==> config.mk <==
export PLATFORM = sky130hd
export DESIGN_NAME = demod_lo_ctrl
export DESIGN_NICKNAME = d
export VERILOG_FILES = /design/src/rtl/demod_lo_ctrl.sv
export SDC_FILE = /design/constraint.sdc
export NUM_CORES = 1
export LEC_CHECK = 0
export ABC_AREA = 1
export ABC_CLOCK_PERIOD_IN_PS = 1500
export CELL_PAD_IN_SITES_DETAIL_PLACEMENT = 1
export CELL_PAD_IN_SITES_GLOBAL_PLACEMENT = 1
export CORE_MARGIN = 2
export CORE_UTILIZATION = 47
export CTS_BUF_LIST = sky130_fd_sc_hd__clkbuf_4 sky130_fd_sc_hd__clkbuf_8
export CTS_CLUSTER_DIAMETER = 60
export CTS_CLUSTER_SIZE = 8
export DETAILED_ROUTE_END_ITERATION = 8
export DONT_BUFFER_PORTS = 1
export GPL_ROUTABILITY_DRIVEN = 0
export GPL_TIMING_DRIVEN = 0
export PLACE_DENSITY_LB_ADDON = 0.15
export SYNTH_ARGS = -nofsm -noshare
export SYNTH_HDL_FRONTEND = slang
export SYNTH_SLANG_ARGS = --single-unit
==> constraint.sdc <==
create_clock -name clk -period 1.5 [get_ports clk]
set_input_delay 0.15 -clock clk [delete_from_list [all_inputs] [get_ports clk]]
set_output_delay 0.15 -clock clk [all_outputs]
set_load 0.005 [all_outputs]
==> src/rtl/demod_lo_ctrl.sv <==
// Burst sequencer and fs/4 quadrature LO generator for the IQ demodulator.
// Qualifies ADC samples, steps the LO phase and reports burst completion.
module demod_lo_ctrl #(
  parameter int SAMPLES_PER_BURST = 256,
  parameter int DIV = 1,
  localparam int CW = $clog2(SAMPLES_PER_BURST + 1)
) (
  input  logic              clk,
  input  logic              resetn,
  input  logic              start,
  input  logic              abort,
  input  logic              ADC_rdy,
  input  logic [1:0]        phase_init,
  input  logic              dir,
  output logic signed [1:0] cosine_out,
  output logic signed [1:0] sine_out,
  output logic              demod_en,
  output logic              busy,
  output logic              done,
  output logic [CW-1:0]     sample_cnt
);

  localparam int DW = (DIV > 1) ? $clog2(DIV) : 1;
  localparam logic [DW-1:0] DIV_LAST = DW'(DIV - 1);
  localparam logic [CW-1:0] CNT_LAST = CW'(SAMPLES_PER_BURST - 1);

  typedef enum logic [1:0] {
    IDLE,
    RUN,
    DONE
  } state_t;

  state_t          state_q;
  state_t          state_d;
  logic [1:0]      phase;
  logic            dir_q;
  logic [DW-1:0]   div_cnt;
  logic            launch;
  logic            accept;
  logic            last_smp;

  assign launch   = (state_q == IDLE) && start && !abort;
  assign accept   = (state_q == RUN) && ADC_rdy && !abort;
  assign last_smp = accept && (sample_cnt == CNT_LAST);

  always_ff @(posedge clk or negedge resetn) begin
    if (!resetn) state_q <= IDLE;
    else         state_q <= state_d;
  end

  always_comb begin
    state_d = state_q;
    unique case (state_q)
      IDLE: if (launch) state_d = RUN;
      RUN: begin
        if (abort)         state_d = IDLE;
        else if (last_smp) state_d = DONE;
      end
      DONE:    state_d = IDLE;
      default: state_d = IDLE;
    endcase
  end

  always_ff @(posedge clk or negedge resetn) begin
    if (!resetn) begin
      phase      <= '0;
      dir_q      <= 1'b0;
      div_cnt    <= '0;
      sample_cnt <= '0;
      demod_en   <= 1'b0;
    end else begin
      demod_en <= accept;
      if (launch) begin
        phase      <= phase_init;
        dir_q      <= dir;
        div_cnt    <= '0;
        sample_cnt <= '0;
      end else if (accept) begin
        sample_cnt <= sample_cnt + 1'b1;
        if (div_cnt == DIV_LAST) begin
          div_cnt <= '0;
          phase   <= phase + 2'd1;
        end else begin
          div_cnt <= div_cnt + 1'b1;
        end
      end
    end
  end

  assign busy = (state_q == RUN);
  assign done = (state_q == DONE);

  // LO is forced to zero outside RUN so the demod output is quiet.
  always_comb begin
    cosine_out = '0;
    sine_out   = '0;
    if (busy) begin
      unique case (phase)
        2'd0: cosine_out = 2'sd1;
        2'd1: sine_out   = 2'sd1;
        2'd2: cosine_out = -2'sd1;
        2'd3: sine_out   = -2'sd1;
        default: ;
      endcase
      if (dir_q) sine_out = -sine_out;
    end
  end

endmodule

==> run summary <==
Status: completed
Placed wire-length estimate: 1580 um
Fin crit share: 97.1%
Buffers & Inverters on Critical Path: 2
Switching power: 0.346 mW
Met2 WL post-DR: 1210 um
Sw Ratio: 34.4%
Async set-reset flop share out of synthesis: 100%
Skew final: 0.0103 ns
Core area: 0.00196 mm2
Max FO, Critical Path: 4
Worst-Margin Slew: 0.714 ns
EDFF count, synth: 0
Max Root-Sink Buffers: 2
Initial DRC Count: 9
Mapped Cells: 120
Unrepaired setup endpoints after global routing: yes
WHS: 0.0510 ns
Wire length of the first global-routing pass: 3900 um
Post-synth top area share: 38.5%
Maximum VDD drop: 0.538 mV
Synth top area cells: dfrtp_1, ha_1, nand2_1
Sequential area share after synthesis: 38.5%
Final ANT Viol Nets: 0
Avg Inst Size Synth: 8.13 um2
Fin. max-slew vios: 0
Port bufs: 0
Clock root buffer: clkbuf_4
Die W: 49.6 um
Top cell by count, worst path: inv_2
Largest net degree at the start of global routing: 16
Routed wl met3: 105 um
Most frequent cells in the layout: nand2_1, inv_1, nand3_1
Fin crit period: 1.46 ns
Slowest-stage cell, CP: dfrtp_1
Internal cell power: 0.659 mW
CTS tree: built
Req. time, crit path: 1.69 ns
Chip height: 49.6 um
Area Growth Syn to Fin: 18.3%
Layout cell share with drive strength beyond 1: 28.8%
CTS Buf Count: 3
CP Class: reg -> reg
Leak: 0.545 nW
Mapped Area: 976 um2
Non-Filler Instances: 159
WL per Instance: 15.0 um
Worst skew pair latency: 0.29 ns
Pre-CTS WS: -0.0959 ns
DRC Markers: 0
Number of global-route vias before repair: 853
Initial Util: 49.7%
Final hold vios: 0
Netlist cell types: 22
Critical path's largest stage delay: 0.44 ns
Vias per inst: 5.19
Row cnt: 16
Sequential power share: 49.3%
Clock-pin slew on the worst setup and hold paths: 0.11 ns
Final WS setup: 0.0433 ns
Pre-antenna DRT Iters: 4
Aggregate routed wire length: 2380 um
Yosys warns: 0
Fill cells: 252
Crit path max-delay family: flip-flops
Htree depth: 1
Synth area leader: dfrtp_1
Slew HR: 52.3%
Cell Pwr Density: 870 mW/mm2
Vias: 826
FMAX: 0.687 GHz
CP cell instances: ha_2 -> nand2_2 -> inv_2 -> nand3_4 -> nor2_4 -> ha_4 -> inv_2 -> o21ai_2 -> nand2_1
Die area: 0.00246 mm2
Clock share of power: 26.7%
Antenna violations before repair: 0
Synthesized flop and latch total: 15
Mapped Nets: 136
Crit end category: flop
Ant. Diodes: 0
Grt total ovfl: 0
Number of clock sinks: 15
Final Setup Violations: 0
Top layer in use: met4
Max-cap violations: 0
Num ports: 24
Comb power frac: 24.0%
Synth Flop Type: dfrtp_1
All-layer global routing usage: 21.2%
Worst hold path class: in -> reg
Wire length on met1: 1050 um
Final Net Count: 149
Dpl cells: 147
Crit path arrival time: 1.65 ns
Commonest non-fill, non-tap cell in the layout: nand2_1
CP Launch Type: flop
==> Yosys cell counts (2+ instances only) <==
library cell,instances
nand2_1,21
inv_1,19
dfrtp_1,15
nand3_1,15
nor2_1,14
ha_1,8
o21ai_0,4
nand2_2,3
nand4_1,3
o21ai_2,3
a21oi_1,2
buf_6,2
nand2_4,2
==> cell families (layout without fill, tap and decap cells) <==
group	after synthesis	after routing	synth area share [%]
buf+inv	23	35	10.8
flops	15	15	38.5
simple gates	61	61	31.2
compound gates	12	12	8.46
xor+xnor	1	1	0.898
fa+ha+maj	8	8	10.3
==> metal layers <==
| layer | GRT usage [%] | vias up |
|---|---|---|
| met5 | 0 | - |
| met4 | 7.87 | 0 |
| met3 | 4.85 | 2 |
| met2 | 36.2 | 23 |
| met1 | 25.7 | 397 |
| li1 | - | 404 |
==> per-stage QoR <==
stage	cell area [um2]	total power, mW	TNS (ns)	util (%)
floorplan	976	0.669	0	-
global placement	1010	0.706	-0.0503	51.5
detailed placement	1010	0.722	-0.153	51.5
CTS	1110	0.993	0	56.8
global route	1150	1.07	-0.0720	58.9
finish	1150	1.01	0	58.9
==> what timing repair did <==
action	CTS	global route
endpoints found under the hold margin	16	1
pin swaps	2	3
buffers inserted	3	2
gates resized for setup	10	6
endpoints found under the setup margin	2	3
hold buffers	2	1
==> registers in the layout, summed over array words and instances, names as in the netlist <==
name	cells
demod_en	1
sample_cnt	9
phase	2
dir_q	1
state_q	2
==> final timing paths <==
path	slack (ns)	to	start	depth (start not counted)
min reg2reg	0.52	dir_q$_DFFE_PN0P_	dir_q$_DFFE_PN0P_	2
min	0.05	phase[1]$_DFFE_PN0P_	start	2
max	0.04	state_q[0]$_DFFE_PN0P_	sample_cnt[0]$_DFFE_PN0P_	9
max reg2reg	0.04	state_q[0]$_DFFE_PN0P_	sample_cnt[0]$_DFFE_PN0P_	9
max in group asynchronous	0.66	phase[0]$_DFFE_PN0P_	resetn	1
min in group asynchronous	0.34	phase[1]$_DFFE_PN0P_	resetn	1
==> worst register-to-register path: cells and delay by family (launching register included) <==
| kind | cells | cell delay, ns |
|---|---|---|
| AOI/OAI and AO/OA | 1 | 0.10 |
| adders and majority gates | 2 | 0.36 |
| buffers and inverters | 2 | 0.12 |
| DFF | 1 | 0.44 |
| and+or+nand+nor | 4 | 0.35 |
==> area by class of cell <==
| class | count | area [um2] | share of cell area (%) |
|---|---|---|---|
| flip-flops and latches | 15 | 379 | 32.8 |
| inverters | 20 | 75.1 | 6.50 |
| plain buffers | 3 | 30.0 | 2.60 |
| well taps | 27 | 33.8 | 2.93 |
| clock buffers | 4 | 30.0 | 2.60 |
| repair buffers | 8 | 67.6 | 5.85 |
| multi-input cells | 82 | 539 | 46.7 |
==> power groups by stage <==
stage                     sequential [mW]  clock (mW)  combinational [mW]
after floorplan                     0.488           0               0.181
after global placement              0.496           0               0.210
after detailed placement            0.498           0               0.223
after CTS                           0.492       0.260               0.241
after global routing                0.503       0.284               0.284
final                               0.496       0.268               0.241
(Power assumes the default switching activity.)
